===== config.mk =====
export PLATFORM = sky130hd
export DESIGN_NAME = seg7_scan_driver
export DESIGN_NICKNAME = d
export VERILOG_FILES = /design/src/rtl/seg7_pkg.sv /design/src/rtl/seg7_hex_decode.sv /design/src/rtl/seg7_scan_driver.sv
export SDC_FILE = /design/constraint.sdc
export NUM_CORES = 1
export LEC_CHECK = 0
export CAP_MARGIN = 30
export CELL_PAD_IN_SITES_DETAIL_PLACEMENT = 1
export CELL_PAD_IN_SITES_GLOBAL_PLACEMENT = 1
export CORE_AREA = 5 5 97 90
export DETAILED_ROUTE_END_ITERATION = 10
export DIE_AREA = 0 0 102 95
export PLACE_DENSITY_LB_ADDON = 0.2
export SYNTH_ARGS = -nofsm -noshare
export SYNTH_HDL_FRONTEND = slang
export SYNTH_HIERARCHICAL = 1
export SYNTH_SLANG_ARGS = --single-unit

===== constraint.sdc =====
create_clock -name clk -period 5.4 [get_ports clk]
set_input_delay 0.54 -clock clk [delete_from_list [all_inputs] [get_ports clk]]
set_output_delay 0.54 -clock clk [all_outputs]
set_load 0.1 [all_outputs]

===== src/rtl/seg7_pkg.sv =====
// Shared constants for the 7-segment scan driver: hex-to-segment table
// (active-low, bit7 = dp, bits 6..0 = g..a) and the all-off pattern.
package seg7_pkg;

  localparam logic [7:0] SEG_OFF = 8'hFF;

  // Index 15 is listed first: F, E, d, C, b, A, 9 .. 0
  localparam logic [15:0][7:0] SEG_HEX = {
    8'h8E, 8'h86, 8'hA1, 8'hC6, 8'h83, 8'h88, 8'h90, 8'h80,
    8'hF8, 8'h82, 8'h92, 8'h99, 8'hB0, 8'hA4, 8'hF9, 8'hC0
  };

endpackage


===== src/rtl/seg7_hex_decode.sv =====
// Combinational hex nibble to active-low g..a segment pattern.
module seg7_hex_decode
  import seg7_pkg::*;
(
  input  logic [3:0] hex_i,
  output logic [6:0] seg_n_o
);

  assign seg_n_o = SEG_HEX[hex_i][6:0];

endmodule


===== src/rtl/seg7_scan_driver.sv =====
// Multiplexed 7-segment scan driver. A prescaler divides clk into digit
// slots; the digit index steps once per slot. digits/dp are snapshotted into
// shadow registers at each frame boundary so a frame never tears. Anodes are
// blanked for the first BLANK_CYC counts of every slot to suppress ghosting.
// Optional build macro: SEG7_LZ_BLANK_EN (leading-zero blanking).
module seg7_scan_driver
  import seg7_pkg::*;
#(
  parameter int NUM_DIGITS = 4,
  parameter int DIV        = 50000,
  parameter int BLANK_CYC  = 2
) (
  input  logic                    clk,
  input  logic                    rst,
  input  logic                    en,
  input  logic [4*NUM_DIGITS-1:0] digits,
  input  logic [NUM_DIGITS-1:0]   dp,
  output logic [7:0]              seg_n,
  output logic [NUM_DIGITS-1:0]   an_n,
  output logic                    frame_done
);

  localparam int CW = $clog2(DIV);
  localparam int IW = $clog2(NUM_DIGITS);

  logic [CW-1:0]           cnt_q,  cnt_d;
  logic [IW-1:0]           idx_q,  idx_d;
  logic [4*NUM_DIGITS-1:0] sdig_q, sdig_d;
  logic [NUM_DIGITS-1:0]   sdp_q,  sdp_d;
  logic                    pend_q, pend_d;
  logic [7:0]              seg_n_q, seg_n_d;
  logic [NUM_DIGITS-1:0]   an_n_q,  an_n_d;

  logic       tick, wrap;
  logic [3:0] nib;
  logic [6:0] seg7, seg7_shown;

  assign tick = en && (cnt_q == CW'(DIV - 1));
  assign wrap = tick && (idx_q == IW'(NUM_DIGITS - 1));

  // Next-state for prescaler, index and shadows; everything holds while en is low
  always_comb begin
    cnt_d  = cnt_q;
    idx_d  = idx_q;
    sdig_d = sdig_q;
    sdp_d  = sdp_q;
    pend_d = pend_q;
    if (en) begin
      cnt_d = tick ? '0 : cnt_q + 1'b1;
      if (tick) idx_d = wrap ? '0 : idx_q + 1'b1;
      if (wrap || pend_q) begin
        sdig_d = digits;
        sdp_d  = dp;
        pend_d = 1'b0;
      end
    end
  end

  // Outputs are decoded from next-state values so the registered seg_n/an_n
  // line up with the prescaler/index they describe.
  assign nib = sdig_d[{idx_d, 2'b00} +: 4];

  seg7_hex_decode u_dec (
    .hex_i   (nib),
    .seg_n_o (seg7)
  );

`ifdef SEG7_LZ_BLANK_EN
  logic lz_blank;
  // Blank digit idx>0 when it and every higher shadow nibble are zero
  assign lz_blank   = (idx_d != '0) && ((sdig_d >> {idx_d, 2'b00}) == '0);
  assign seg7_shown = lz_blank ? 7'h7F : seg7;
`else
  assign seg7_shown = seg7;
`endif

  // Output pattern: dark when disabled, anodes dark during the blank window
  always_comb begin
    seg_n_d = SEG_OFF;
    an_n_d  = '1;
    if (en) begin
      seg_n_d = {~sdp_d[idx_d], seg7_shown};
      if (cnt_d >= CW'(BLANK_CYC))
        an_n_d = ~({{(NUM_DIGITS-1){1'b0}}, 1'b1} << idx_d);
    end
  end

  // State and output registers with synchronous reset
  always_ff @(posedge clk) begin
    if (rst) begin
      cnt_q   <= '0;
      idx_q   <= '0;
      sdig_q  <= '0;
      sdp_q   <= '0;
      pend_q  <= 1'b1;
      seg_n_q <= SEG_OFF;
      an_n_q  <= '1;
    end else begin
      cnt_q   <= cnt_d;
      idx_q   <= idx_d;
      sdig_q  <= sdig_d;
      sdp_q   <= sdp_d;
      pend_q  <= pend_d;
      seg_n_q <= seg_n_d;
      an_n_q  <= an_n_d;
    end
  end

  assign seg_n      = seg_n_q;
  assign an_n       = an_n_q;
  assign frame_done = wrap && !rst;

endmodule


======== Word level (Yosys, flattened, before mapping) ========
Memories as Yosys holds them, arrays and structs flattened. A register that Yosys moved wholly into a read port is not among the register bits.
Index checks and enable logic that the tools add are counted.
storage, ports and cells
  ROM bits ................................ 128
  bits in latches ......................... 0
  memories kept ........................... 1
  output and inout port bits .............. 13
  word-level logic and storage cells ...... 41
  flip-flop bits (word level) ............. 51
  input bits .............................. 23
  memory bits (writable) .................. 0
operators by class
  eq/ne operators ......................... 2
  add/sub/neg operators ................... 2
  shift-type cells ........................ 2
  multiply operators ...................... 0
  muxes and demuxes ....................... 12
  divide/modulo/power cells ............... 0
  order comparisons ....................... 3
  bitwise logic cells ..................... 4
  reduce and logical (&&, ||, !) cells .... 8
memories
  name             depth  width  rd ports  clocked after memory_dff  wr ports  RTL line              source
  (no name shown)  16     8      1         1                         0         seg7_hex_decode.sv:9  assign seg_n_o = SEG_HEX[hex_i][6:0];
operators with widths
  kind                                                                count
  two-way mux 16 bit                                                  4
  adder 16 x 1 -> 16 bit, second input constant                       1
  == test 16 bit, second input constant                               1
  greater-or-equal comparator 16 x 2 -> 1 bit, second input constant  1
  variable part select 16 x 5 -> 4 bit                                1
  two-way mux 4 bit                                                   2
  two-way mux 7 bit                                                   1
  two-way mux 2 bit                                                   3
  < comparator 4 x 5 -> 1 bit, second input constant                  1
  inverter 4 bit                                                      1
  << shifter 1 x 2 -> 4 bit, first input constant                     1
  logical AND 1 bit                                                   3
  < comparator 2 x 3 -> 1 bit, second input constant                  1
  inverter 1 bit                                                      3
  OR reduction 3 bit                                                  1
  adder 2 x 1 -> 2 bit, second input constant                         1
  binary-select mux 1 bit (select 2 bit)                              1
  == test 2 bit, second input constant                                1
  AND reduction 2 bit                                                 1
  OR reduction 2 bit                                                  1
  logical NOT 1 bit                                                   1
  logical OR 1 bit                                                    1
  two-way mux 1 bit                                                   1

======== Logic depth before layout (Yosys ltp) ========
Gate-level depths: netlist (run 1).
  depth in word-level cells ............... 9
  gate-level depth with buffers ........... 16
  mapped depth without buffers ............ 13

======== By module ========
Netlist (run 1), hierarchy kept.
by module, submodules not included
  module            times used  sequential area each (um^2)  area an instance (um^2)  cells an instance
  seg7_scan_driver  1           1021.0                       2691.3                   307
  seg7_hex_decode   1           0.0                          275.3                    32

======== Worst setup path before layout (run 1) ========
OpenSTA, ideal clock, no wires.
  path type ............................... register to output
  start point ............................. register cnt_q[0]
  end point ............................... output frame_done
  setup slack ............................. 0.683 ns
  buffers on the path ..................... 1
  stages on the path, launching flop included .. 6
  arrival ................................. 4.177 ns
  required time ........................... 4.860 ns
  path through ............................ dfxtp_1 > ha_1 > and4_1 > buf_6 > nand4_1 > nor4b_1
between the ends
  word-level cells in the longest chain between the ends .. 4
ends and longest elaborated chain
  item                      RTL line                 source
  start: declaration        seg7_scan_driver.sv:26   logic [CW-1:0] cnt_q, cnt_d;
  start signal: assignment  seg7_scan_driver.sv:99   cnt_q <= cnt_d;
  == test 16 bit            seg7_scan_driver.sv:38   assign tick = en && (cnt_q == CW'(DIV - 1));
  logical AND 1 bit         seg7_scan_driver.sv:38
  logical AND 1 bit         seg7_scan_driver.sv:39   assign wrap = tick && (idx_q == IW'(NUM_DIGITS - 1));
  logical AND 1 bit         seg7_scan_driver.sv:111  assign frame_done = wrap && !rst;
  end: declaration          seg7_scan_driver.sv:20   output logic frame_done
No other way between the ends.

======== Worst setup path after layout (run 1) ========
  start point ............................. register cnt_q[0]
  end point ............................... register seg_n_q[3], in the netlist seg_n[3]
between the ends
  word-level cells in the longest chain between the ends .. 7
  elaborated cells between the ends (all ways) .. 10
  those cells by class .................... eq/ne: 1; shift: 1; mux: 5; reduce/logical: 3
ends and longest elaborated chain
  item                                                     RTL line                                        source
  == test 16 bit (*)                                       seg7_scan_driver.sv:38
  logical AND 1 bit (*)                                    seg7_scan_driver.sv:38
  logical AND 1 bit                                        seg7_scan_driver.sv:39
  two-way mux 2 bit or logical OR 1 bit (tied branches)    seg7_scan_driver.sv:50, seg7_scan_driver.sv:51
  two-way mux 2 bit or two-way mux 16 bit (tied branches)  seg7_scan_driver.sv:50, seg7_scan_driver.sv:51
  two-way mux 2 bit or two-way mux 16 bit (tied branches)  seg7_scan_driver.sv:48                          if (en) begin
  variable part select 16 x 5 -> 4 bit (*)                 seg7_scan_driver.sv:61                          assign nib = sdig_d[{idx_d, 2'b00} +: 4];
  via nib[0]                                               seg7_scan_driver.sv:35                          logic [3:0] nib;
  end: declaration                                         seg7_scan_driver.sv:31                          logic [7:0] seg_n_q, seg_n_d;
The timed path passes the listed nets; every way through them passes the cells marked *.
A chain may end at the register's enable or synchronous reset.

==> results of run 1 <==
## cell usage after synthesis (2+ instances only)
master	n	share of area, %
dfxtp_1	51	34
nand2_1	47	5.9
nor2_1	38	4.8
mux2i_1	26	8.8
a21oi_1	22	3.7
buf_2	13	2.2
xnor2_1	11	3.2
ha_1	9	3.8
clkbuf_1	8	1.0
nand4_1	8	1.7
or3_1	8	1.7
inv_1	7	0.89
buf_6	5	1.9
nor3_1	5	0.84
nor4_1	5	1.1
o21ai_0	5	0.84
xor2_1	5	1.5
buf_4	4	1.0
nand3_1	4	0.67
a22o_1	3	0.89
a31oi_1	3	0.63
and2_1	3	0.63
and4_1	3	0.89
nand3b_1	3	0.76
nor4b_1	3	0.89
a211oi_1	2	0.51
a221oi_2	2	1.0
and3_1	2	0.42
mux2_1	2	0.76
mux2_2	2	0.76
mux2i_4	2	1.5
nand2b_1	2	0.42
nand4_2	2	0.84
nor2b_1	2	0.42
## report_power, final
| part | internal (W) | switching [W] | total (W) |
|---|---|---|---|
| Combinational | 0.0000615 | 0.0000924 | 0.000154 |
| Clock | 0.0000910 | 0.000129 | 0.000220 |
| Sequential | 0.000391 | 0.00000750 | 0.000398 |
## state kept, by name (all words and copies together), names as in the netlist
register  count
cnt_q        16
sdig_q       16
seg_n         8
an_n          4
sdp_q         4
idx_q         2
pend_q        1
## cell families after synthesis
kind of cell             Yosys count
AO/OA/AOI/OAI                     50
XOR/XNOR                          16
adder cells (fa/ha/maj)            9
buffers and inverters             37
flip-flops                        51
multiplexers                      34
AND/OR/NAND/NOR                  142
## layer usage
metal | GRT usage, % | part of all wire, % | routed length (um)
met4 | 3.61 | 0.53 | 38
met5 | 0 | 0 | 0
met1 | 23.7 | 52 | 3750
met2 | 23.4 | 43 | 3080
met3 | 3.03 | 4.0 | 288
## area by class of cell
| type | instances | area [um^2] | area share [%] |
|---|---|---|---|
| Multi-Input combinational cell | 251 | 1740 | 51.3 |
| Sequential cell | 51 | 1020 | 30.1 |
| Timing Repair Buffer | 41 | 395 | 11.7 |
| Tap cell | 99 | 124 | 3.65 |
| Clock buffer | 6 | 72.6 | 2.14 |
| Inverter | 7 | 26.3 | 0.775 |
| Clock inverter | 2 | 12.5 | 0.369 |
## tightest hold or removal path, cell delays in order (launching register included)
cell and delay (ns):
dfxtp_1 0.32, nand2_1 0.05, a21oi_1 0.05
## how the worst max path moves through the flow
stage / startpoint / to / slack (ns) / depth (start not counted)
global placement: en / seg_n[3]$_SDFF_PP1_ / 0.91 / 12
global route: cnt_q[0]$_SDFF_PP0_ / seg_n[3]$_SDFF_PP1_ / 0.71 / 12
CTS: cnt_q[0]$_SDFF_PP0_ / seg_n[3]$_SDFF_PP1_ / 0.97 / 12
floorplan: cnt_q[0]$_SDFF_PP0_ / frame_done / 0.68 / 5
finish: cnt_q[0]$_SDFF_PP0_ / seg_n[3]$_SDFF_PP1_ / 0.96 / 12
detailed placement: en / seg_n[3]$_SDFF_PP1_ / 0.75 / 12
## metrics by stage
step	setup WS, ns	cells	power [W]	cell area, um^2	hold WS [ns]
6_report	0.957	457	0.000772	3390	0.459
5_1_grt	0.705	457	0.000815	3390	0.481
4_1_cts	0.966	457	0.000784	3390	0.461
3_5_place_dp	0.753	449	0.000562	3300	0.448
3_3_place_gp	0.907	449	0.000560	3300	0.440
2_1_floorplan	0.683	339	0.000515	2970	0.428
==> metrics.txt, run 1 <==
Setup Skew a little under 0.009 ns; post-synthesis simple-gate area fraction 24.8%; area grow syn2layout 14.3%; R2R Setup Slk roughly 0.96 ns; drt pass-1 iters 4; Max transition margin 34.3%; hold path start sdp_q[1]$_SDFF_PP0_; fraction of layout cells with a size suffix above 1 8.10%; post-route setup TNS 0 ns; fraction of synthesized cell area in xor and xnor cells 4.72%; RSZ-0062 raised after global routing false; Global Route Usage Sum 15.9%; Die Wd about 100 um; post-synthesis sequential area ratio around 34%; Starting Density 38.4%; Core ar. 7720 um^2; cell count after synthesis 339; Setup Buffers After CTS 0; worst-path maximum fanout 16; register bit total from synthesis 51; CTS buffer count 5; HPWL after DPL 5220 um; CTS Hold Buffers Added 0; pin count of the biggest net entering global routing 39; slowest CP cell mux2i_4; Hold Crit Endpoint sdp_q[1]$_SDFF_PP0_; Max clock buf depth 2; syn nets about 370; Cell Pwr Density 228 nW/um^2; Max Cap Viol 0; Remaining DRCs 0; IO Pins 36; most common cell after layout, fill and taps aside dfxtp_1; Post-synth EDFFs 0; Die H 95 um; WP buf/inv 2; main combinational cell family by area after synthesis simple AND/OR/NAND/NOR gates; Async S/R FF share, synth 0%; Crit Path Class flip-flop to flip-flop; reg2reg end seg_n[3]$_SDFF_PP1_; Max Clk Rate 0.225 GHz; CTS tree built; Routed Antenna Nets 0; critical path required time between 5 and 6 ns; PortBufs 35; die area 9690 um^2; Vias 2404; Syn Area/Cell a little under 9 um^2; Reg2Reg Depth 12; initial DRC count 112; R2R Path Start cnt_q[0]$_SDFF_PP0_; Critical Path Source Type flip-flop; Routed WL roughly 7000 um; post-cts resize count 0; WP data arrival 4.64 ns; crit-path max cell delay approximately 0.55 ns; Min-Delay Path Class flip-flop to flip-flop; Max Slew Vio Count 0; CTS root buf clkbuf_8; mux cell area share after synthesis between 10% and 20%; number of antenna violations at the first check in global routing 0; n_diodes 0; Tcrit/Tclk final 82.3%; overflow left after global routing 0; final hold vios 0; Synth Area in Compound Gates 12.0%; Adder-Cell Fraction of Synth Area 3.80%; Ys Warns 6; fin crit period 4.44 ns; CP Capture Type flip-flop; most frequent cells in the layout dfxtp_1, nand2_1, nor2_1; clk sinks about 50; NumNets Final 389; RD Place Congestion 0.863; wire per inst around 16 um; vias per cell 5.26; worst skew pair latency roughly 0.3 ns; row cnt 31; Netlist Area Pre-Place between 2000 and 3000 um^2; setup violators final 0; Yosys cell types 56; Worst VDD drop about 130 uV; fill count 940; CP delay by family, top multiplexers; first-pass GRT wire length 12300 um; hold path depth 2; vias in the first global route ~2500; P_leak 1.34 nW; outcome completed; Worst-path clk slew 0.10 ns; Post-synth top flop dfxtp_1; cells along the critical path ha_1, and4_1, and4_4, mux2i_4, mux2_4, a2bb2o_4, a221oi_2, inv_1, ha_1, inv_1, mux4_1, or3_1; Worst-Margin Slew 0.982 ns; CTS H-tree lvls 2; Final Core Density roughly 44%
Note: power is estimated with default switching activity, not from simulation.
==> inputs of run 2 (changes only) <==
--- a/config.mk
+++ b/config.mk
@@ -8,9 +8,9 @@
 export CAP_MARGIN = 30
 export CELL_PAD_IN_SITES_DETAIL_PLACEMENT = 1
 export CELL_PAD_IN_SITES_GLOBAL_PLACEMENT = 1
-export CORE_AREA = 5 5 97 90
+export CORE_AREA = 5 5 100 92
 export DETAILED_ROUTE_END_ITERATION = 10
-export DIE_AREA = 0 0 102 95
+export DIE_AREA = 0 0 105 97
 export PLACE_DENSITY_LB_ADDON = 0.2
 export SYNTH_ARGS = -nofsm -noshare
 export SYNTH_HDL_FRONTEND = slang
==> constraint.sdc (replaced) <==
create_clock -name clk -period 3.9 [get_ports clk]
set_input_delay 0.39 -clock clk [delete_from_list [all_inputs] [get_ports clk]]
set_output_delay 0.39 -clock clk [all_outputs]
set_load 0.1 [all_outputs]
==> run 2 against run 1 <==
Combinational power rose by 45%. Wire length is 5.3% higher. Total power increased by 57%. Clock skew shrank 0.00068 ns. Clock-buffer cell count did not move. Design area is 5.9% higher. Largest cell class unchanged.
==> metrics.txt, run 2 (synthesis results as in run 1) <==
outcome completed; PortBufs 35 (unchanged); clk sinks 51 (unchanged); setup violators final 0 (unchanged); Vias 2523 (+5.0%); CTS root buf clkbuf_8; area grow syn2layout 21.0%; WP buf/inv 2 (unchanged); worst skew pair latency 0.31 ns (about the same); Die H 97 um (+2.1%); drt pass-1 iters 4 (unchanged); number of antenna violations at the first check in global routing 0 (unchanged); post-cts resize count 0 (unchanged); CTS buffer count 5 (unchanged); fin crit period 3.62 ns (-0.823 ns); Worst-path clk slew 0.09 ns (about the same); critical path required time 4.09 ns (-1.51 ns); vias in the first global route 2524 (+1.3%); pin count of the biggest net entering global routing 38 (-2.6%); P_leak 1.47 nW (+9.6%); R2R Setup Slk 0.28 ns (-0.68 ns); final hold vios 0 (unchanged); Setup Buffers After CTS 0 (unchanged); Remaining DRCs 0 (unchanged); crit-path max cell delay 0.46 ns (-0.09 ns); R2R Path Start cnt_q[7]$_SDFF_PP0_; Min-Delay Path Class flip-flop to flip-flop; first-pass GRT wire length 12600 um (+2.2%); Critical Path Source Type flip-flop; worst-path maximum fanout 9 (-7); slowest CP cell mux4_1; design area 3590 um^2 (+5.9%); Crit Path Class flip-flop to flip-flop; reg2reg end seg_n[3]$_SDFF_PP1_; Core ar. 7990 um^2 (+3.5%); n_diodes 0 (unchanged); Routed Antenna Nets 0 (unchanged); Final Core Density 44.9% (+1.0 points); Max clock buf depth 2 (unchanged); RSZ-0062 raised after global routing false; die area 10200 um^2 (+5.1%); Cell Pwr Density 338 nW/um^2 (+48%); Crit path depth 11 (-1); row cnt 31 (unchanged); initial DRC count 100 (-11%); HPWL after DPL 5750 um (+10%); Reg2Reg Depth 11 (-1); CTS tree built; Routed WL 7540 um (+5.3%); fraction of layout cells with a size suffix above 1 13.5% (+5.4 points); fill count 950 (+1.1%); Worst-Margin Slew 0.970 ns (-0.0123 ns); Max Cap Viol 0 (unchanged); Global Route Usage Sum 14.7% (-1.2 points); Worst VDD drop 218 uV (+72%); Setup Skew 0.00820 ns (-0.000683 ns); Max transition margin 35.1% (+0.82 points); RD Place Congestion 0.805 (-6.7%); most common cell after layout, fill and taps aside dfxtp_1; CP Capture Type flip-flop; most frequent cells in the layout dfxtp_1, nand2_1, nor2_1; Max Slew Vio Count 0 (unchanged); Tcrit/Tclk final 92.8% (+11 points); WP data arrival 3.81 ns (-0.83 ns); Worst setup endpoint seg_n[3]$_SDFF_PP1_; IO Pins 36 (unchanged); Starting Density 37.1% (-1.3 points); CP delay by family, top multiplexers; vias per cell 5.29 (+0.55%); CTS Hold Buffers Added 0 (unchanged); wire per inst 15.8 um (+0.86%); NumNets Final 409 (+5.1%); CTS H-tree lvls 2 (unchanged); most used cell, CP inv_1; Max Clk Rate 0.276 GHz (+23%); placed inst area 3460 um^2 (+4.7%); overflow left after global routing 0 (unchanged); Critical Path Source cnt_q[7]$_SDFF_PP0_; Die Wd 105 um (+2.9%); cells along the critical path and4bb_1, and4_4, mux2i_4, mux2_1, a2bb2o_2, a221oi_2, inv_1, ha_1, inv_1, mux4_1, or3_1; hold path start sdp_q[0]$_SDFF_PP0_
==> run 2: cell types whose count changed in the layout (fill, tap and decap cells not counted) <==
cell,delta
buf_4,+21
bufinv_16,+2
clkdlybuf4s50_1,-1
clkinv_2,-1
clkinvlp_4,-1
nor4b_1,-1
nor4b_2,+1
==> run 2: worst min-delay path by stage <==
stage | endpoint | slack [ns] | depth (start not counted)
detailed placement | sdig_q[7]$_SDFF_PP0_ | 0.45 | 2
global placement | sdp_q[1]$_SDFF_PP0_ | 0.44 | 2
CTS | sdig_q[7]$_SDFF_PP0_ | 0.47 | 2
floorplan | sdig_q[5]$_SDFF_PP0_ | 0.43 | 2
finish | sdp_q[0]$_SDFF_PP0_ | 0.46 | 2
global route | sdig_q[13]$_SDFF_PP0_ | 0.48 | 2
==> run 2: report_power, final <==
group | internal (W) | total, W | switching (W)
combinational | 0.0000900 | 0.000223 | 0.000133
sequential | 0.000541 | 0.000549 | 0.00000848
clock | 0.000257 | 0.000440 | 0.000184
total | 0.000888 | 0.00121 | 0.000325
==> run 2: metrics by stage <==
stage               setup slack [ns]  hold WS (ns)  setup TNS [ns]  cells  power, W
global placement              0.0600         0.439               0    469  0.000782
CTS                            0.259         0.466               0    477   0.00123
detailed placement           -0.0147         0.451         -0.0147    469  0.000786
finish                         0.280         0.462               0    477   0.00121
global route                  0.0605         0.482               0    477   0.00127
floorplan                      0.167         0.428               0    339  0.000713
==> run 2: worst register-to-register path, cell delays in order (launching register included) <==
cell and delay [ns]:
dfxtp_1 0.40, and4bb_1 0.39, and4_4 0.28, mux2i_4 0.43, mux2_1 0.20, a2bb2o_2 0.27
a221oi_2 0.25, inv_1 0.17, ha_1 0.31, inv_1 0.05, mux4_1 0.46, or3_1 0.30
==> run 2: routing by layer <==
layer | global-route usage, % | up-vias | wire length [um]
li1 | - | 1258 | -
met1 | 21.5 | 1219 | 3780
met2 | 22.2 | 40 | 3390
met3 | 2.66 | 6 | 294
met4 | 3.54 | 0 | 70
met5 | 0 | - | 0
==> run 2: layout make-up <==
| type | instances | area [um^2] | share of cell area, % |
|---|---|---|---|
| Timing Repair Buffer | 61 | 543 | 15.1 |
| Tap cell | 99 | 124 | 3.45 |
| Clock buffer | 6 | 72.6 | 2.02 |
| Clock inverter | 2 | 60.1 | 1.67 |
| Multi-Input combinational cell | 251 | 1740 | 48.6 |
| Inverter | 7 | 26.3 | 0.732 |
| Sequential cell | 51 | 1020 | 28.4 |
==> inputs of run 3 (changes only) <==
--- a/config.mk
+++ b/config.mk
@@ -11,7 +11,9 @@
 export CORE_AREA = 5 5 100 92
 export DETAILED_ROUTE_END_ITERATION = 10
 export DIE_AREA = 0 0 105 97
+export MAX_ROUTING_LAYER = met4
 export PLACE_DENSITY_LB_ADDON = 0.2
+export SLEW_MARGIN = 5
 export SYNTH_ARGS = -nofsm -noshare
 export SYNTH_HDL_FRONTEND = slang
 export SYNTH_HIERARCHICAL = 1
==> run 3 against run 2 <==
Clock skew barely moved. Core utilization is the same. Clock power barely moved. Via count grew 0.28%. First-iteration DRC count fell by 2.0%. Sequential cell count is the same. Design area unchanged. Largest power group unchanged. Highest routed layer unchanged.
==> metrics.txt, run 3 (synthesis results as in run 1) <==
outcome completed; WP buf/inv 2 (unchanged); most frequent cells in the layout dfxtp_1, nand2_1, nor2_1; Min-Delay Path Class flip-flop to flip-flop; Remaining DRCs 0 (unchanged); Critical Path Source Type flip-flop; Max Cap Viol 0 (unchanged); fin cells 477 (unchanged); drt pass-1 iters 4 (unchanged); Core ar. 7990 um^2 (unchanged); final hold vios 0 (unchanged); IO Pins 36 (unchanged); setup violators final 0 (unchanged); n_diodes 0 (unchanged); slowest CP cell mux4_1; WP data arrival 3.82 ns (about the same); fin worst setup slack 0.280 ns (+0.000577 ns); CTS Hold Buffers Added 0 (unchanged); P_leak 1.47 nW (unchanged); fill count 950 (unchanged); worst-path maximum fanout 9 (unchanged); NumNets Final 409 (unchanged); vias in the first global route 2523 (-0.040%); wire per inst 15.8 um (unchanged); initial DRC count 98 (-2.0%); Placed Instances 469 (unchanged); Max transition margin 35.1% (about the same); Worst VDD drop 218 uV (+0.34%); PortBufs 35 (unchanged); RD Place Congestion 0.817 (+1.5%); CTS root buf clkbuf_8; most used cell, CP inv_1; CTS buffer count 5 (unchanged); fraction of layout cells with a size suffix above 1 13.5% (unchanged); Crit Path Class flip-flop to flip-flop; cells along the critical path and4bb_1, and4_4, mux2i_4, mux2_1, a2bb2o_2, a221oi_2, inv_1, ha_1, inv_1, mux4_1, or3_1; CP delay by family, top multiplexers; Setup Skew 0.00838 ns (+0.000177 ns); HPWL after DPL 5750 um (unchanged); Cell Pwr Density 338 nW/um^2 (+0.20%); number of antenna violations at the first check in global routing 0 (unchanged); Vias 2530 (+0.28%); die area 10200 um^2 (unchanged); Routed WL 7540 um (unchanged); Max clock buf depth 2 (unchanged); Hold WS 0.458 ns (-0.00315 ns); Starting Density 37.1% (unchanged); most common cell after layout, fill and taps aside dfxtp_1; Worst-path clk slew 0.09 ns (about the same); critical path required time 4.10 ns (about the same); post-cts resize count 0 (unchanged); clk sinks 51 (unchanged); Max Clk Rate 0.276 GHz (about the same); vias per cell 5.30 (+0.28%); Place WS -0.0147 ns (unchanged); fin crit period 3.62 ns (-0.000577 ns); Tcrit/Tclk final 92.8% (about the same); row cnt 31 (unchanged); CTS tree built; CP Capture Type flip-flop; pin count of the biggest net entering global routing 38 (unchanged); Die H 97 um (unchanged); area grow syn2layout 21.0% (unchanged); Worst-Margin Slew 0.970 ns (+0.000432 ns); Die Wd 105 um (unchanged); Setup Buffers After CTS 0 (unchanged); Global Route Usage Sum 15.1% (+0.41 points); overflow left after global routing 0 (unchanged); Routed Antenna Nets 0 (unchanged); CTS H-tree lvls 2 (unchanged); design area 3590 um^2 (unchanged); worst skew pair latency 0.31 ns (about the same); Max Slew Vio Count 0 (unchanged); placed inst area 3460 um^2 (unchanged); first-pass GRT wire length 12600 um (about the same); RSZ-0062 raised after global routing false; crit-path max cell delay 0.46 ns (about the same)
run 3: final timing paths:
check / from / end / slack [ns] / cells after the start
worst max-delay path: cnt_q[7]$_SDFF_PP0_ / seg_n[3]$_SDFF_PP1_ / 0.28 / 11
worst min-delay path: sdp_q[1]$_SDFF_PP0_ / sdp_q[1]$_SDFF_PP0_ / 0.46 / 2
worst max register to register: cnt_q[7]$_SDFF_PP0_ / seg_n[3]$_SDFF_PP1_ / 0.28 / 11
worst min register to register: sdp_q[1]$_SDFF_PP0_ / sdp_q[1]$_SDFF_PP0_ / 0.46 / 2
run 3: cell type report:
type / count / area, um^2 / area share [%]
Multi-Input combinational cell: 251 / 1740 / 48.6
Sequential cell: 51 / 1020 / 28.4
Timing Repair Buffer: 61 / 543 / 15.1
Tap cell: 99 / 124 / 3.45
Clock buffer: 6 / 72.6 / 2.02
Clock inverter: 2 / 60.1 / 1.67
Inverter: 7 / 26.3 / 0.732
run 3: per-layer routing:
| metal | part of all wire, % | wire length (um) | up-vias | global-route usage (%) |
|---|---|---|---|---|
| met4 | 0.90 | 68 | 0 | 3.54 |
| met5 | 0 | 0 | - | - |
| met3 | 3.5 | 267 | 6 | 2.60 |
| met1 | 50 | 3800 | 1223 | 21.4 |
| met2 | 45 | 3400 | 41 | 22.3 |
| li1 | - | - | 1260 | - |
run 3: worst min-delay path: stages, from the launching register on:
cell and delay [ns]:
dfxtp_1 0.32, nand2_1 0.05, a21oi_1 0.05
run 3: where the power goes:
group | switching (W) | total, W | internal [W] | leakage, nW
registers | 0.00000844 | 0.000549 | 0.000541 | 0.417
clock network | 0.000186 | 0.000442 | 0.000257 | 0.0654
logic | 0.000133 | 0.000223 | 0.0000900 | 0.987
run 3: per-stage QoR:
| step | power [W] | utilization [%] | setup TNS (ns) |
|---|---|---|---|
| after floorplan | 0.000713 | - | 0 |
| after global placement | 0.000782 | 43.3 | 0 |
| after detailed placement | 0.000786 | 43.3 | -0.0147 |
| after CTS | 0.00123 | 44.9 | 0 |
| after global routing | 0.00127 | 44.9 | 0 |
| final | 0.00122 | 44.9 | 0 |
